`src/rtl/wps_src_mux.sv`:
```
// wps_src_mux: N-source read-data selector with priority start arbiter, drain window and stray-data flag
// Optional feature macro: WPS_SRC_MUX_STATS_EN adds per-source forwarded-beat counters on beat_cnt_out
module wps_src_mux #(
   parameter int N_SRC     = 2,
   parameter int DATA_W    = 288,
   parameter int SEL_W     = 1,
   parameter int DRAIN_CYC = 4
) (
   input  logic                    mem_clk,
   input  logic                    mem_rst,
   input  logic [N_SRC-1:0]        src_start_in,
   input  logic                    send_done_in,
   input  logic [N_SRC*DATA_W-1:0] src_read_data_in,
   input  logic [N_SRC-1:0]        src_read_data_valid_in,
   input  logic [N_SRC-1:0]        src_data_ready_in,
   output logic [N_SRC-1:0]        src_read_req_out,
   input  logic                    rx_ready_in,
   output logic [DATA_W-1:0]       tx_data_out,
   output logic                    tx_data_valid_out,
   output logic                    tx_data_ready_out,
   output logic [SEL_W-1:0]        sel_out,
   output logic                    busy_out,
   output logic                    stray_err_out
`ifdef WPS_SRC_MUX_STATS_EN
   ,output logic [N_SRC*32-1:0]    beat_cnt_out
`endif
);
   localparam int CW = $clog2(DRAIN_CYC + 1);
   typedef enum logic [1:0] {IDLE, ACTIVE, DRAIN} state_t;
   state_t           state;
   logic [SEL_W-1:0] sel, pend, start_idx, foreign_idx, next_pend;
   logic             pend_v, next_pend_v, sel_valid, sel_ready, drain_done, leave_active;
   logic [CW-1:0]    drain_cnt;
   logic [N_SRC-1:0] sel_oh, foreign, stray;
   logic [DATA_W-1:0] sel_data;
   function automatic logic [SEL_W-1:0] lowest(input logic [N_SRC-1:0] v);
      lowest = '0;
      for (int i = N_SRC - 1; i >= 0; i--) if (v[i]) lowest = SEL_W'(i);
   endfunction
   assign sel_out  = sel;
   assign busy_out = state != IDLE;
   // source selection, arbitration and drain-exit decode
   always_comb begin
      sel_oh       = N_SRC'(1) << sel;
      foreign      = src_start_in & ~sel_oh;
      start_idx    = lowest(src_start_in);
      foreign_idx  = lowest(foreign);
      sel_valid    = |(src_read_data_valid_in & sel_oh);
      sel_ready    = |(src_data_ready_in & sel_oh);
      sel_data     = '0;
      for (int i = 0; i < N_SRC; i++) if (SEL_W'(i) == sel) sel_data = src_read_data_in[i*DATA_W +: DATA_W];
      next_pend_v  = pend_v | (|src_start_in);
      next_pend    = (|src_start_in && (!pend_v || start_idx < pend)) ? start_idx : pend;
      drain_done   = !sel_valid && drain_cnt == CW'(DRAIN_CYC - 1);
      leave_active = (|foreign) | send_done_in;
      stray        = src_read_data_valid_in & ((state == IDLE) ? {N_SRC{1'b1}} : ~sel_oh);
   end
   // state machine with registered forwarding path and sticky stray flag
   always_ff @(posedge mem_clk or posedge mem_rst)
      if (mem_rst) begin
         state             <= IDLE;
         sel               <= '0;
         pend              <= '0;
         pend_v            <= 1'b0;
         drain_cnt         <= '0;
         src_read_req_out  <= '0;
         tx_data_out       <= '0;
         tx_data_valid_out <= 1'b0;
         tx_data_ready_out <= 1'b0;
         stray_err_out     <= 1'b0;
      end else begin
         stray_err_out     <= stray_err_out | (|stray);
         src_read_req_out  <= (state == ACTIVE && !leave_active) ? (sel_oh & {N_SRC{rx_ready_in}}) : '0;
         tx_data_out       <= (state == IDLE) ? '0 : sel_data;
         tx_data_valid_out <= state != IDLE && sel_valid;
         tx_data_ready_out <= state != IDLE && sel_ready;
         case (state)
            IDLE:
               if (|src_start_in) begin
                  sel   <= start_idx;
                  state <= ACTIVE;
               end
            ACTIVE:
               if (leave_active) begin
                  pend      <= foreign_idx;
                  pend_v    <= |foreign;
                  drain_cnt <= '0;
                  state     <= DRAIN;
               end
            DRAIN: begin
               pend   <= next_pend;
               pend_v <= next_pend_v;
               if (sel_valid) drain_cnt <= '0;
               else if (drain_done) begin
                  drain_cnt <= '0;
                  pend_v    <= 1'b0;
                  sel       <= next_pend_v ? next_pend : sel;
                  state     <= next_pend_v ? ACTIVE : IDLE;
               end else drain_cnt <= drain_cnt + CW'(1);
            end
            default: state <= IDLE;
         endcase
      end
`ifdef WPS_SRC_MUX_STATS_EN
   // count valid beats forwarded from each source
   always_ff @(posedge mem_clk or posedge mem_rst)
      if (mem_rst) beat_cnt_out <= '0;
      else
         for (int i = 0; i < N_SRC; i++)
            if (state != IDLE && sel_valid && SEL_W'(i) == sel) beat_cnt_out[i*32 +: 32] <= beat_cnt_out[i*32 +: 32] + 32'd1;
`endif
endmodule
```
`config.mk`:
```
export PLATFORM = sky130hd
export DESIGN_NAME = wps_src_mux
export DESIGN_NICKNAME = d
export VERILOG_FILES = /design/src/rtl/wps_src_mux.sv
export SDC_FILE = /design/constraint.sdc
export NUM_CORES = 1
export LEC_CHECK = 0
export BUFFER_PORTS_ARGS = -buffer_cell sky130_fd_sc_hd__buf_4
export CORE_AREA = 2 2 340 342
export CTS_CLUSTER_SIZE = 40
export DETAILED_ROUTE_END_ITERATION = 10
export DIE_AREA = 0 0 342 344
export SKIP_CTS_REPAIR_TIMING = 1
export SLEW_MARGIN = 25
export SYNTH_ARGS = -nofsm -noshare
export SYNTH_HDL_FRONTEND = slang
export SYNTH_SLANG_ARGS = --single-unit
```
`constraint.sdc`:
```
create_clock -name mem_clk -period 10 [get_ports mem_clk]
set_input_delay 1.5 -clock mem_clk [delete_from_list [all_inputs] [get_ports mem_clk]]
set_output_delay 1.5 -clock mem_clk [all_outputs]
set_load 0.02 [all_outputs]
```
==> flow_summary.json, run 1 <==
{
  "largest_net_degree_at_the_start_of_global_routing": 115,
  "status": "complete, no violations",
  "met2_wirelength_microns": 35000,
  "wl_per_cell_microns": 22.7,
  "synthesis.area_per_instance_sq_um": 12.2,
  "first_pass_iters": 4,
  "cts_made_buffers": 37,
  "synth.yosys.warnings": 0,
  "worst_hold_slack_ns": 0.473,
  "synthDominantCellAreaShare_pct": 62.2,
  "starting_density_pct": 10.6,
  "netlist_area_sq_um": 12100,
  "design.die.area_sq_um": 118000,
  "drt.antenna.violating_nets": 0,
  "synth_top_cell_by_area": "sky130_fd_sc_hd__dfrtp_1",
  "yosys_most_used_dff": "sky130_fd_sc_hd__dfrtp_1",
  "synth.net_count": 1581,
  "via_count_of_the_first_global_routing_pass": 11468,
  "nets": 2445,
  "p_leak_nw": 10.6,
  "gate_count_post_synth": 994,
  "detail_route.wirelength_microns": 77100,
  "detailed_place_hpwl_microns": 65900,
  "critPathArrivalTime_ns": 1.77,
  "ir_worst_vdd_mv": 0.170,
  "skew_ns": 0.0134,
  "cts.htree.levels": 2,
  "distinct_cell_type_count_after_synthesis": 28,
  "worstPathMaxFanout": 47,
  "max_clock_freq_ghz": 0.306,
  "synth_sequential_area_ratio_pct": 62.2,
  "cts-root-buf": "sky130_fd_sc_hd__clkbuf_16",
  "max-clock-path-buffers": 3,
  "power-per-cell-area_nw_per_um2": 315,
  "port_buffers": 880,
  "critPathBufInv": 1,
  "fin_crit_ns": 3.27,
  "fin_tns_setup_ns": 0,
  "gp_congestion": 0.852,
  "detail_route.drc_violations": 0,
  "num_rows": 124,
  "timing.critical_path.from_type": "register",
  "async_reset_ff_share_pct": 100,
  "antenna_found_initial": 10,
  "cpPeakStageDelay_ns": 0.93,
  "residual_overflow_from_global_routing": 0,
  "num_vias": 10953,
  "rsz0062_at_grt": "false",
  "grt.total_usage_pct": 12.4,
  "critical_path.cell_chain": "buf_4",
  "worst_setup_hold_path_clk_slew_ns": 0.06,
  "post_drt_via_cell_ratio": 3.22,
  "grt_pass1_wl_microns": 98700,
  "final_hold_viol_count": 0,
  "worst_pin_slew_ns": 0.993,
  "timing.max_cap.violations": 0,
  "ios": 881,
  "finalSetupViolCount": 0,
  "worst_path_required_ns": 8.50,
  "top_layer_used": "met5",
  "synth_top_cells_by_area": "sky130_fd_sc_hd__dfrtp_1 62%, sky130_fd_sc_hd__mux2i_1 24%, sky130_fd_sc_hd__nor2_1 9.2%, sky130_fd_sc_hd__clkbuf_1 1.1%, sky130_fd_sc_hd__buf_2 1.1%",
  "layout-drive-gt1-share_pct": 50.8,
  "detail_route.iter0.violations": 350,
  "clk_sink_count": 301,
  "slew_violations": 0,
  "chipWidth_microns": 342,
  "timing.critical_path.max_delay_family": "flip-flops",
  "path_class": "register to output pin",
  "flow.area_growth_from_synthesis_pct": 78.9,
  "holdCritPathClass": "register to register",
  "die_height_microns": 344,
  "layout_worst_path_cycle_share_pct": 32.7,
  "fillers": 12676,
  "std_cell_core_area_sq_um": 114000,
  "route.layer.met1.wl_microns": 32400,
  "max-slew-margin-rel_pct": 33.8,
  "cts_tree": "built",
  "cp-end-kind": "output pin",
  "synth.ff_latch_count": 301,
  "insertion_delay_ns": 0.56,
  "routed-wl-met3_microns": 8160,
  "synth_edf_count": 0,
  "rrSetupSlack_ns": 6.85,
  "cpMaxStageDelayCell": "sky130_fd_sc_hd__dfrtp_4"
}
==> power by group <==
part	internal (W)	switching, W
combinational	0.00126	0.00223
clock	0.000766	0.000552
sequential	0.00175	0.000265
total	0.00378	0.00305
==> cell usage after synthesis (2+ instances only) <==
library cell and instances:
sky130_fd_sc_hd__inv_1 4, sky130_fd_sc_hd__o21ai_0 5, sky130_fd_sc_hd__nand3b_1 2, sky130_fd_sc_hd__nand2b_1 2
sky130_fd_sc_hd__nor2b_1 2, sky130_fd_sc_hd__buf_2 27, sky130_fd_sc_hd__mux2i_1 289, sky130_fd_sc_hd__nor3_1 2
sky130_fd_sc_hd__mux2_2 2, sky130_fd_sc_hd__dfrtp_1 301, sky130_fd_sc_hd__nand2_1 6, sky130_fd_sc_hd__clkbuf_1 37
sky130_fd_sc_hd__a21oi_1 4, sky130_fd_sc_hd__a22o_1 2, sky130_fd_sc_hd__nor2_1 296
==> metal layers <==
| metal | global-route usage (%) | vias to the layer above |
|---|---|---|
| met5 | 0 | - |
| met4 | 2.95 | 8 |
| met3 | 5.52 | 65 |
| met2 | 19.3 | 558 |
| met1 | 15.7 | 5303 |
| li1 | - | 5019 |
==> logic make-up after synthesis <==
group	synth area share, %
compound gates	0.848
fa+ha+maj	0.103
buf+inv	2.52
flops	62.2
mux	24.3
simple gates	9.95
==> area by class of cell <==
type | count | area (sq um) | area share, %
Antenna cell | 8 | 20.0 | 0.0925
Clock buffer | 47 | 1010 | 4.68
Clock inverter | 16 | 143 | 0.659
Inverter | 4 | 22.5 | 0.104
Multi-Input combinational cell | 623 | 4270 | 19.7
Sequential cell | 301 | 7540 | 34.8
Tap cell | 1512 | 1890 | 8.74
Timing Repair Buffer | 891 | 6750 | 31.2
==> sequential cells by signal, summed over array words and instances, names as in the netlist <==
register	count
pend_v	1
tx_data_out	288
tx_data_ready_out	1
src_read_req_out	2
state	2
tx_data_valid_out	1
pend	1
drain_cnt	3
sel_out	1
stray_err_out	1
==> worst paths after layout <==
kind	startpoint	end	cells past startpoint
min in group asynchronous	mem_rst	tx_data_out[91]	2
max in group asynchronous	mem_rst	sel_out	4
worst max-delay path	sel_out	sel_out	1
worst min register to register	stray_err_out	stray_err_out	1
worst max register to register	state[1]	tx_data_out[101]	5
worst min-delay path	stray_err_out	stray_err_out	1
==> placed cells by master (no fill, tap or decap) <==
| cell type | synthesis | layout |
|---|---|---|
| sky130_fd_sc_hd__a211oi_1 | 1 | 1 |
| sky130_fd_sc_hd__a21oi_1 | 4 | 4 |
| sky130_fd_sc_hd__a221o_1 | 1 | 1 |
| sky130_fd_sc_hd__a22o_1 | 2 | 2 |
| sky130_fd_sc_hd__and2_1 | 1 | 1 |
| sky130_fd_sc_hd__and3_1 | 1 | 1 |
| sky130_fd_sc_hd__buf_12 | 0 | 3 |
| sky130_fd_sc_hd__buf_16 | 0 | 1 |
| sky130_fd_sc_hd__buf_4 | 0 | 887 |
| sky130_fd_sc_hd__bufinv_16 | 0 | 2 |
| sky130_fd_sc_hd__clkbuf_1 | 37 | 5 |
| sky130_fd_sc_hd__clkbuf_16 | 0 | 37 |
| sky130_fd_sc_hd__clkbuf_8 | 0 | 5 |
| sky130_fd_sc_hd__clkinv_2 | 0 | 9 |
| sky130_fd_sc_hd__clkinvlp_4 | 0 | 5 |
| sky130_fd_sc_hd__dfrtp_1 | 301 | 300 |
| sky130_fd_sc_hd__dfrtp_4 | 0 | 1 |
| sky130_fd_sc_hd__diode_2 | 0 | 8 |
| sky130_fd_sc_hd__ha_1 | 1 | 1 |
| sky130_fd_sc_hd__inv_1 | 4 | 3 |
| sky130_fd_sc_hd__inv_8 | 0 | 1 |
| sky130_fd_sc_hd__mux2_2 | 2 | 2 |
| sky130_fd_sc_hd__mux2_4 | 1 | 1 |
| sky130_fd_sc_hd__mux2i_1 | 289 | 289 |
| sky130_fd_sc_hd__mux2i_2 | 1 | 1 |
| sky130_fd_sc_hd__nand2_1 | 6 | 6 |
| sky130_fd_sc_hd__nand2b_1 | 2 | 2 |
| sky130_fd_sc_hd__nand3b_1 | 2 | 2 |
| sky130_fd_sc_hd__nor2_1 | 296 | 295 |
| sky130_fd_sc_hd__nor2_4 | 0 | 1 |
| sky130_fd_sc_hd__nor2b_1 | 2 | 2 |
| sky130_fd_sc_hd__nor3_1 | 2 | 2 |
| sky130_fd_sc_hd__nor3b_1 | 1 | 1 |
| sky130_fd_sc_hd__o21a_1 | 1 | 1 |
| sky130_fd_sc_hd__o21ai_0 | 5 | 5 |
| sky130_fd_sc_hd__o21bai_1 | 1 | 1 |
| sky130_fd_sc_hd__o31ai_1 | 1 | 1 |
==> metrics by stage <==
step / total power (W) / instances / worst slack [ns] / utilization [%] / area (sq um)
final: 0.00683 / 3402 / 6.73 / 19.0 / 21600
after global routing: 0.00724 / 3397 / 6.55 / 19.0 / 21600
after CTS: 0.00706 / 3393 / 6.65 / 19.0 / 21600
after detailed placement: 0.00567 / 3330 / 6.30 / 17.9 / 20400
after global placement: 0.00565 / 3330 / 6.34 / 17.9 / 20400
after floorplan: 0.00360 / 994 / 0.182 / - / 12100
Power figures use the tool's default switching activity.
==> inputs of run 2 (changes only) <==
ABC_AREA = 1   (was unset)
CORE_AREA = 2 2 342 344   (was 2 2 340 342)
DIE_AREA = 0 0 344 346   (was 0 0 342 344)
clock period = 3.1 ns   (was 10 ns; I/O delays follow)
==> flow_summary.json, run 2 <==
{
  "path_class": "register to output pin",
  "synth.cells.most_frequent": "601 x sky130_fd_sc_hd__nand2_1, 301 x sky130_fd_sc_hd__dfrtp_1, 290 x sky130_fd_sc_hd__a21oi_1",
  "layout-drive-gt1-share_pct": 44.4,
  "rsz0062_at_grt": "false",
  "synth.net_count": 1923,
  "clk_sink_count": 301,
  "mostFrequentLayoutCell": "sky130_fd_sc_hd__buf_4",
  "residual_overflow_from_global_routing": 0,
  "nets": 2781,
  "post_drt_via_cell_ratio": 3.43,
  "timing.critical_path.from_type": "register",
  "max-slew-margin-rel_pct": 43.7,
  "netlist_area_sq_um": 12100,
  "power.share.switching_pct": 44.6,
  "power.switching_w": 0.0100,
  "insertedDiodeCount": 0,
  "finalSetupViolCount": 0,
  "num_rows": 125,
  "largest_register": "tx_data_out",
  "cpPeakStageDelay_ns": 0.67,
  "yosys.area_share.xor_xnor_pct": 0,
  "insertion_delay_ns": 0.57,
  "async_reset_ff_share_pct": 100,
  "top_layer_used": "met5",
  "skew_ns": 0.0210,
  "max_clock_freq_ghz": 0.408,
  "cp-end-kind": "output pin",
  "synth_top_cell_by_area": "sky130_fd_sc_hd__dfrtp_1",
  "worstPathMaxFanout": 88,
  "routed-wl-met3_microns": 6650,
  "combPwrFrac_pct": 48.7,
  "detail_route.iter0.violations": 836,
  "final_hold_viol_count": 0,
  "p_leak_nw": 10.9,
  "share_of_power_burned_in_registers_pct": 29.3,
  "gp_congestion": 0.990,
  "via_count_of_the_first_global_routing_pass": 12730,
  "first_pass_iters": 5,
  "fin_tns_setup_ns": 0,
  "met2_wirelength_microns": 32800,
  "grt_pass1_wl_microns": 96900,
  "synth.yosys.warnings": 0,
  "synth_top_cells_by_area": "sky130_fd_sc_hd__dfrtp_1 62%, sky130_fd_sc_hd__nand2_1 19%, sky130_fd_sc_hd__a21oi_1 12%, sky130_fd_sc_hd__buf_2 2.4%, sky130_fd_sc_hd__buf_4 2.1%",
  "detailed_place_hpwl_microns": 59300,
  "distinct_cell_type_count_after_synthesis": 20,
  "worst_path_required_ns": 2.63,
  "power.internal_w": 0.0124,
  "layout.cells.most_common_list": "904 x sky130_fd_sc_hd__buf_4, 601 x sky130_fd_sc_hd__nand2_1, 300 x sky130_fd_sc_hd__dfrtp_1",
  "cpMaxStageDelayCell": "sky130_fd_sc_hd__dfrtp_4",
  "worst_pin_slew_ns": 0.845,
  "port_buffers": 880,
  "layout_worst_path_cycle_share_pct": 79.0,
  "final_area_sq_um": 21800,
  "yosys-mux-area-fraction_pct": 0,
  "synth_adder_area_share_pct": 0.104,
  "yosys_most_used_dff": "sky130_fd_sc_hd__dfrtp_1",
  "critPathArrivalTime_ns": 1.98,
  "max-clock-path-buffers": 3,
  "largest_net_degree_at_the_start_of_global_routing": 124,
  "synth-compound-area-share_pct": 12.3,
  "cts.htree.levels": 2,
  "largest_reg_flops": 288,
  "status": "complete, no violations",
  "die_height_microns": 346,
  "clock_power_share_pct": 22.0,
  "detail_route.drc_violations": 0,
  "cts-root-buf": "sky130_fd_sc_hd__clkbuf_16",
  "synth_sequential_area_ratio_pct": 62.4,
  "cts_tree": "built",
  "synthesis.area_per_instance_sq_um": 9.03,
  "drt.antenna.violating_nets": 0,
  "synth_most_common_cell": "sky130_fd_sc_hd__nand2_1",
  "synthDominantCellAreaShare_pct": 62.4,
  "antenna_found_initial": 8,
  "fin_crit_ns": 2.45,
  "flow.area_growth_from_synthesis_pct": 80.5,
  "holdCritPathClass": "input port to register",
  "std_cell_core_area_sq_um": 115000,
  "fillers": 12905,
  "gate_count_post_synth": 1336,
  "slew_violations": 0,
  "ir_worst_vdd_mv": 0.754,
  "timing.max_cap.violations": 0,
  "synth.ff_latch_count": 301,
  "ios": 881,
  "num_vias": 12833,
  "chipWidth_microns": 344,
  "starting_density_pct": 10.5,
  "worst_setup_hold_path_clk_slew_ns": 0.06,
  "placedInstanceArea_sq_um": 20400,
  "synth-simple-area-share_pct": 19.9,
  "synth_edf_count": 0,
  "largest_registers": "tx_data_out: 288 flops, drain_cnt: 3 flops",
  "timing.critical_path.max_delay_family": "flip-flops",
  "design.die.area_sq_um": 119000,
  "critPathBufInv": 2,
  "cts_made_buffers": 38,
  "route.layer.met1.wl_microns": 31700,
  "power-per-cell-area_nw_per_um2": 1030,
  "critical_path.cell_chain": "buf_12, buf_4",
  "synth_top_family_by_area": "simple AND/OR/NAND/NOR gates",
  "grt.total_usage_pct": 11.6,
  "wl_per_cell_microns": 19.4,
  "detail_route.wirelength_microns": 72500
}
## run 2: cell count changes after synthesis, moves of 5 or more
cell,change
sky130_fd_sc_hd__buf_4,+33
sky130_fd_sc_hd__nand2_2,+5
sky130_fd_sc_hd__inv_1,+7
sky130_fd_sc_hd__nand2_1,+595
sky130_fd_sc_hd__a21oi_1,+286
sky130_fd_sc_hd__mux2i_1,-289
sky130_fd_sc_hd__clkbuf_1,-35
sky130_fd_sc_hd__buf_2,+32
sky130_fd_sc_hd__nor2_1,-288
sky130_fd_sc_hd__nand3_1,+8
## run 2: final timing paths
check / slack [ns] / endpoint / startpoint / cells after the start
worst max-delay path: 0.65 / sel_out / sel_out / 2
worst min-delay path: 0.12 / stray_err_out / src_read_data_valid_in[1] / 3
worst max register to register: 1.10 / tx_data_out[97] / sel_out / 4
worst min register to register: 0.48 / stray_err_out / stray_err_out / 2
max in group asynchronous: 1.67 / tx_data_out[177] / mem_rst / 5
min in group asynchronous: 0.54 / tx_data_out[21] / mem_rst / 3
## run 2: power by group through the flow
stage / Clock (W) / Combinational, W / Sequential [W]
detailed placement: 0 / 0.0111 / 0.00661
global route: 0.00531 / 0.0116 / 0.00674
CTS: 0.00515 / 0.0112 / 0.00660
floorplan: 0 / 0.00299 / 0.00854
finish: 0.00494 / 0.0109 / 0.00657
global placement: 0 / 0.0111 / 0.00661
## run 2: cell type report
cell class	count	area, sq um	share of cell area, %
inverter	12	61.3	0.282
multi-input combinational	926	3900	17.9
clock buffer	49	1040	4.79
timing repair buffer	915	7000	32.1
tap	1524	1910	8.76
clock inverter	19	320	1.47
sequential	301	7540	34.6
## run 2: kinds of logic after synthesis
group / count (synthesis)
flops: 301
simple gates: 629
buf+inv: 109
fa+ha+maj: 1
compound gates: 296
## run 2: layer usage
layer	vias up	global-route usage (%)
met5	-	0
met4	8	2.46
met3	71	4.14
met2	640	18.1
met1	6146	15.2
li1	5968	-
## run 2: per-stage QoR
stage	utilization, %	setup slack, ns	total power, W	hold WS (ns)	cells
4_1_cts	18.9	0.593	0.0229	-0.0566	3745
6_report	18.9	0.650	0.0225	0.117	3746
3_5_place_dp	17.7	1.12	0.0177	0.470	3677
3_3_place_gp	17.7	1.11	0.0177	0.471	3677
5_1_grt	18.9	0.554	0.0237	0.0854	3746
2_1_floorplan	-	-1.37	0.0115	0.473	1336
## run 2: worst register-to-register path: stages (launching register included)
cell	delay, ns
sky130_fd_sc_hd__dfrtp_4	0.67
sky130_fd_sc_hd__buf_4	0.35
sky130_fd_sc_hd__buf_12	0.35
sky130_fd_sc_hd__nand2_1	0.35
sky130_fd_sc_hd__a21oi_1	0.18
==> inputs of run 3 (changes only) <==
clock period = 2.5 ns   (was 3.1 ns; I/O delays follow)
==> flow_summary.json, run 3 (synthesis results as in run 2) <==
{
  "gp_congestion": 0.982,
  "critPathArrivalTime_ns": 1.75,
  "cts-root-buf": "sky130_fd_sc_hd__clkbuf_16",
  "max-clock-path-buffers": 3,
  "starting_density_pct": 10.5,
  "first_pass_iters": 5,
  "insertion_delay_ns": 0.57,
  "report.power.total_w": 0.0280,
  "largest_reg_flops": 288,
  "chipWidth_microns": 344,
  "detailed_place_hpwl_microns": 61800,
  "cts_made_buffers": 39,
  "max_clock_freq_ghz": 0.470,
  "cts.htree.levels": 2,
  "skew_ns": 0.0107,
  "mostFrequentLayoutCell": "sky130_fd_sc_hd__buf_4",
  "port_buffers": 880,
  "timing.critical_path.from_type": "register",
  "max-slew-margin-rel_pct": 59.8,
  "detail_route.drc_violations": 0,
  "worst_setup_hold_path_clk_slew_ns": 0.06,
  "drt.antenna.violating_nets": 0,
  "worst_pin_slew_ns": 0.602,
  "cpPeakStageDelay_ns": 0.51,
  "ios": 881,
  "nets": 2792,
  "fillers": 12906,
  "layout.cells.most_common_list": "907 x sky130_fd_sc_hd__buf_4, 601 x sky130_fd_sc_hd__nand2_1, 300 x sky130_fd_sc_hd__dfrtp_1",
  "cpMaxStageDelayCell": "sky130_fd_sc_hd__dfrtp_4",
  "cp-end-kind": "output pin",
  "num_vias": 12910,
  "timing.max_cap.violations": 0,
  "post_drt_via_cell_ratio": 3.43,
  "p_leak_nw": 11.0,
  "worst_path_required_ns": 2.12,
  "layout_worst_path_cycle_share_pct": 85.0,
  "fin_tns_setup_ns": 0,
  "fin_crit_ns": 2.13,
  "wl_per_cell_microns": 20.0,
  "largest_register": "tx_data_out",
  "rsz0062_at_grt": "false",
  "detail_route.iter0.violations": 729,
  "layout-drive-gt1-share_pct": 44.6,
  "ir_worst_vdd_mv": 0.610,
  "grt.total_usage_pct": 12.1,
  "clk_sink_count": 301,
  "flow.area_growth_from_synthesis_pct": 81.7,
  "largest_net_degree_at_the_start_of_global_routing": 90,
  "num_rows": 125,
  "largest_registers": "tx_data_out: 288 flops, drain_cnt: 3 flops",
  "finalSetupViolCount": 0,
  "critPathBufInv": 2,
  "worstPathMaxFanout": 76,
  "cp-startpoint": "sel_out",
  "holdCritPathClass": "input port to register",
  "std_cell_core_area_sq_um": 115000,
  "die_height_microns": 346,
  "grt_pass1_wl_microns": 100000,
  "critical_path.cell_chain": "buf_12, buf_4",
  "final_core_utilization_pct": 19.0,
  "status": "complete, no violations",
  "residual_overflow_from_global_routing": 0,
  "design.die.area_sq_um": 119000,
  "timing.critical_path.max_delay_family": "buffers and inverters",
  "path_class": "register to output pin",
  "r2r-start": "sel_out",
  "final_hold_viol_count": 0,
  "power-per-cell-area_nw_per_um2": 1280,
  "cts_tree": "built",
  "antenna_found_initial": 9,
  "hold_path_startpoint": "src_read_data_valid_in[1]",
  "via_count_of_the_first_global_routing_pass": 12869,
  "detail_route.wirelength_microns": 75300,
  "rrSetupSlack_ns": 0.76,
  "slew_violations": 0
}
-- run 3: cell count changes in the layout (fill, tap and decap cells not counted), moves of 3 or more --
cell,change
sky130_fd_sc_hd__buf_12,+7
sky130_fd_sc_hd__buf_4,+3
sky130_fd_sc_hd__bufinv_16,-4
sky130_fd_sc_hd__clkbuf_8,+6
sky130_fd_sc_hd__clkinvlp_4,-3
-- run 3: stage by stage --
step	cell area [sq um]	worst slack (ns)	hold slack (ns)	instances
after global placement	20600	0.769	0.474	3687
after detailed placement	20600	0.745	0.480	3687
final	21900	0.374	0.0449	3759
after CTS	21900	0.310	-0.160	3756
after global routing	21900	0.303	0.00770	3759
after floorplan	12100	-1.88	0.473	1336
-- run 3: where the power goes --
group	internal [W]	leakage (nW)	total (W)	switching, W
clock	0.00367	0.663	0.00596	0.00230
sequential	0.00707	3.81	0.00819	0.00112
combinational	0.00475	6.49	0.0138	0.00906
total	0.0155	11.0	0.0280	0.0125
-- run 3: per-layer routing --
layer	share of wire (%)	track usage, %	routed length [microns]	up-vias
li1	-	-	-	5997
met1	43	15.7	32400	6201
met4	2.2	3.25	1630	4
met2	47	19.4	35000	627
met5	0.036	0	27	-
met3	8.2	3.48	6180	81
-- run 3: area by class of cell --
| class | count | area (sq um) | area share (%) |
|---|---|---|---|
| Antenna cell | 2 | 5.00 | 0.0228 |
| Clock buffer | 57 | 1180 | 5.37 |
| Multi-Input combinational cell | 926 | 3900 | 17.8 |
| Tap cell | 1524 | 1910 | 8.70 |
| Timing Repair Buffer | 925 | 7160 | 32.7 |
| Sequential cell | 301 | 7540 | 34.4 |
| Clock inverter | 12 | 170 | 0.776 |
| Inverter | 12 | 61.3 | 0.280 |
-- run 3: worst paths after layout --
kind | to | depth (start not counted)
max | sel_out | 2
min | stray_err_out | 3
max reg2reg | tx_data_out[135] | 5
min reg2reg | stray_err_out | 2
max in group asynchronous | tx_data_out[148] | 5
min in group asynchronous | tx_data_out[39] | 3
-- run 3: worst min-delay path: stages --
cell and delay (ns):
sky130_fd_sc_hd__buf_4 0.09, sky130_fd_sc_hd__a21oi_1 0.05, sky130_fd_sc_hd__nand2_1 0.05
